[src/rtl/bitstream_loader.sv]
// Word-to-serial loader feeding a CLB row programming shift chain.
// Streams 32-bit words LSB-first onto prog_in/prog_en for CHAIN_LEN bits.
module bitstream_loader #(
    parameter  int CHAIN_LEN = 552,
    parameter  int WORD_W    = 32,
    localparam int BCW       = $clog2(CHAIN_LEN + 1)
) (
    input  logic              prog_clk,
    input  logic              prog_rst,
    input  logic              start,
    input  logic              abort,
    input  logic              word_valid,
    input  logic [WORD_W-1:0] word_data,
    output logic              word_ready,
    output logic              prog_in,
    output logic              prog_en,
    output logic              busy,
    output logic              done,
    output logic [BCW-1:0]    bit_count
);

    localparam int             WBW  = $clog2(WORD_W + 1);
    localparam logic [BCW-1:0] LAST = BCW'(CHAIN_LEN - 1);

    typedef enum logic [1:0] {
        IDLE,
        LOAD,
        SHIFT,
        DONE
    } state_t;

    state_t            state;
    state_t            state_nx;
    logic [WORD_W-1:0] sbuf;
    logic [WBW-1:0]    wbits;
    logic [WBW-1:0]    wbits_ld;
    logic [BCW-1:0]    bc_nx;
    logic [BCW-1:0]    rem;
    logic              accept;
    logic              last_bit;
    logic              final_bit;

    // Bits left in the chain after this edge bound the incoming word length.
    always_comb begin
        last_bit  = (wbits == WBW'(1));
        final_bit = (bit_count == LAST);
        bc_nx     = (state == SHIFT) ? bit_count + BCW'(1) : bit_count;
        rem       = BCW'(CHAIN_LEN) - bc_nx;
        wbits_ld  = (32'(rem) >= 32'(WORD_W)) ? WBW'(WORD_W) : WBW'(rem);
    end

    always_ff @(posedge prog_clk) begin
        if (prog_rst) begin
            state <= IDLE;
        end else begin
            state <= state_nx;
        end
    end

    always_comb begin
        state_nx   = state;
        word_ready = 1'b0;
        unique case (state)
            IDLE: begin
                if (start) state_nx = LOAD;
            end
            LOAD: begin
                word_ready = 1'b1;
                if (word_valid) state_nx = SHIFT;
            end
            SHIFT: begin
                if (final_bit) begin
                    state_nx = DONE;
                end else if (last_bit) begin
                    word_ready = 1'b1;
                    state_nx   = word_valid ? SHIFT : LOAD;
                end
            end
            DONE: begin
                state_nx = IDLE;
            end
            default: begin
                state_nx = IDLE;
            end
        endcase
        // Abort never swallows a word on its way out.
        if (abort) begin
            state_nx   = IDLE;
            word_ready = 1'b0;
        end
        accept = word_valid && word_ready;
        busy   = (state == LOAD) || (state == SHIFT);
        done   = (state == DONE);
    end

    always_ff @(posedge prog_clk) begin
        if (prog_rst) begin
            sbuf      <= '0;
            wbits     <= '0;
            bit_count <= '0;
            prog_in   <= 1'b0;
            prog_en   <= 1'b0;
        end else begin
            prog_en <= (state_nx == SHIFT);
            if (state == IDLE && start && !abort) begin
                bit_count <= '0;
            end
            if (state == SHIFT) begin
                bit_count <= bit_count + BCW'(1);
                sbuf      <= sbuf >> 1;
                wbits     <= wbits - WBW'(1);
                // On a word's last bit prog_in holds through any stall.
                if (!last_bit) prog_in <= sbuf[1];
            end
            if (accept) begin
                sbuf    <= word_data;
                wbits   <= wbits_ld;
                prog_in <= word_data[0];
            end
        end
    end

endmodule

[config.mk]
export PLATFORM = sky130hd
export DESIGN_NAME = bitstream_loader
export DESIGN_NICKNAME = d
export VERILOG_FILES = /design/src/rtl/bitstream_loader.sv
export SDC_FILE = /design/constraint.sdc
export NUM_CORES = 1
export LEC_CHECK = 0
export ABC_AREA = 1
export CAP_MARGIN = 15
export CORE_UTILIZATION = 57
export CTS_CLUSTER_SIZE = 28
export DETAILED_ROUTE_END_ITERATION = 8
export PLACE_DENSITY_LB_ADDON = 0.2
export RECOVER_POWER = 25
export SLEW_MARGIN = 20
export SYNTH_ARGS = -nofsm -noshare
export SYNTH_HDL_FRONTEND = slang
export SYNTH_SLANG_ARGS = --single-unit
[constraint.sdc]
create_clock -name prog_clk -period 4.75 [get_ports prog_clk]
set_clock_uncertainty 0.05 [all_clocks]
set_input_delay 0.95 -clock prog_clk [delete_from_list [all_inputs] [get_ports prog_clk]]
set_output_delay 0.95 -clock prog_clk [all_outputs]
set_load 0.02 [all_outputs]
==> summary.md <==
| Metric | Value |
|---|---|
| Async SR Flop Fraction | `0` |
| Top-level port count | `52` |
| Cell Pwr Density | `238 nW/um2` |
| Max-cap violations | `0` |
| Status | `completed` |
| Unrepaired setup endpoints after global routing | `no` |
| TritonCTS buffer count | `5` |
| Final Cycle Share | `0.739` |
| Fin. Hold Viols | `0` |
| Largest net degree at the start of global routing | `51` |
| Yosys warning count | `0` |
| Clk slew on worst S/H paths | `0.09 ns` |
| First-pass GRT wire length | `11000 um` |
| Post_cts resized | `0` |
| Initial Utilization | `0.603` |
| Die height | `73.4 um` |
| FMAX | `285 MHz` |
| First-pass detailed-route iteration total | `4` |
| Worst-Skew Late Latency | `0.31 ns` |
| Core Box Area | `4820 um2` |
| Max IR drop VDD | `0.000186 V` |
| Critical path fanouts, max | `4` |
| Synth Area per Inst | `6.75 um2` |
| DRC Markers | `0` |
| Via count | `2920` |
| Count of antenna diodes in the layout | `0` |
| GP Congestion | `0.903` |
| Slowest cell on the critical path | `dlygate4sd3_1` |
| Overflow after GRT | `0` |
| Starting DRT DRC Count | `151` |
| Routed WL | `6580 um` |
| WP data required | `3.75 ns` |
| CP Cell Sequence | `dlygate4sd3_1 > nor2_1 > nand2_1 > inv_1 > clkdlybuf4s50_1` |
| Clk root buf | `clkbuf_8` |
| Total GRT Usage | `0.260` |
| Area of the multi-input gates | `1620 um2` |
| Number of buffers added on ports | `51` |
| Post-Syn Area | `2900 um2` |
| HPWL after DPL | `4490 um` |
| CTS tree | `yes` |
| Distinct cells, synth | `34` |
| Final Max Slew Viols | `0` |
| Non-Filler Instances | `535` |
| CTS Hold Bufs | `0` |
| Pleak | `1.29 nW` |
| CP Launch Type | `input port` |
| Cells after DPL | `528` |
| Site row count | `25` |
| Die X | `73.4 um` |
| # H-tree levels | `2` |
| Via density | `5.46` |
| Cells after synthesis | `430` |
| Most common cell after layout, fill and taps aside | `nand2_1` |
| Layout filler cell count | `419` |
| Maximum clock path buffer count | `2` |
| Antenna Nets Post-Route | `0` |
| Critical path arrival | `2.51 ns` |
| Yosys reg bits | `51` |
| Top_reg_cell synth | `dfxtp_1` |
| CTS Sinks | `51` |
| Number of synthesized flops with an enable pin | `0` |
| WL/cell | `12.3 um` |
| Count of final setup violators | `0` |
| Final design utilization | `0.729` |
| Register area | `1020 um2` |
| TNS Setup | `0 ns` |
| Worst slew margin | `0.513` |
| Fin nets | `514` |
| Worst slew pin tran | `0.728 ns` |
| Vias in the first global route | `2626` |
| Layout cells sized above 1 | `0.0855` |
| Largest delay share family, worst path | `buffers and inverters` |
| Hold Path Class | `flop to flop` |
| Area delta synth->final | `20.9%` |
| Register area share after synthesis | `0.352` |
| Kind of critical path | `input port to primary output` |
| Largest stage delay, worst path | `0.59 ns` |
| Antenna violations before repair | `0` |
| Syn Nets | `476` |
| Most frequent cells in the layout | `132 x nand2_1, 51 x dfxtp_1, 50 x nand3_1` |
| Post-CTS Setup Repair Bufs | `0` |
| Die Area | `5380 um2` |
| WP buf/inv | `3` |
| Worst setup EP type | `primary output` |
| Min cycle time layout | `3.51 ns` |
[per-layer routing]
layer	track usage	vias up	wire length, um
met3	0.0412	13	287
met2	0.455	77	3130
met1	0.320	1338	3040
met4	0.0983	0	118
met5	0	-	0
li1	-	1492	-
[cell families after synthesis]
family	after synthesis	synth area share
xor+xnor	5	0.0151
flops	51	0.352
simple gates	228	0.352
buf+inv	64	0.0913
fa+ha+maj	9	0.0388
compound gates	73	0.151
[power by group]
| part | total [W] | switching (W) | internal [W] |
|---|---|---|---|
| combinational | 0.000101 | 0.0000522 | 0.0000491 |
| clock | 0.000296 | 0.000141 | 0.000155 |
| sequential | 0.000438 | 0.00000492 | 0.000433 |
[cell type report]
class / count / share of cell area
well taps: 67 / 0.0239
flip-flops and latches: 51 / 0.291
inverters: 42 / 0.0449
clock inverters: 1 / 0.00855
repair buffers: 53 / 0.150
multi-input cells: 315 / 0.462
clock buffers: 6 / 0.0207
[worst reg2reg max path: stages (launching register included)]
cell and delay (ns):
dfxtp_1 0.37, inv_1 0.13, ha_2 0.20, buf_4 0.44, ha_1 0.36, ha_1 0.22, nand3_1 0.08, nand2_1 0.10
nand2_1 0.10, nand4_1 0.09, o21ai_2 0.16, nand3_2 0.13, nand2_4 0.13, nand2_2 0.07, a21oi_2 0.11
[state kept, by name, summed over array words and instances (netlist names)]
name,cells
prog_en,1
wbits,6
state,2
sbuf,31
prog_in,1
bit_count,10
[worst paths after layout]
check	start	end	slack [ns]	depth (start not counted)
setup reg to reg	state[0]	wbits[0]	1.97	14
hold reg to reg	sbuf[31]	sbuf[31]	0.42	2
hold / removal	sbuf[31]	sbuf[31]	0.42	2
setup / recovery	abort	word_ready	1.24	5
[cell usage after synthesis, types with 5 or more instances]
cell type  count  area share
a31oi_1       31       0.067
buf_4          5       0.013
inv_1         34       0.044
o21ai_0       14       0.024
a21oi_1       16       0.028
nand3_1       50       0.086
dfxtp_1       51        0.35
ha_1           9       0.039
nand2_1      132        0.17
inv_2          8       0.010
nand2_2        7       0.015
nor2_1        22       0.028
buf_2          5      0.0086
clkbuf_1      12       0.016
[per-stage QoR]
| step | total power (W) | setup WS (ns) | hold WS [ns] | cell area [um2] |
|---|---|---|---|---|
| after floorplan | 0.000503 | 2.38 | 0.391 | 2900 |
| after global placement | 0.000547 | 1.39 | 0.402 | 3410 |
| after detailed placement | 0.000548 | 1.37 | 0.406 | 3410 |
| after CTS | 0.000837 | 1.37 | 0.420 | 3510 |
| after global routing | 0.000863 | 1.16 | 0.447 | 3510 |
| final | 0.000835 | 1.24 | 0.417 | 3510 |
No activity file was read; power rests on OpenSTA's default activity.
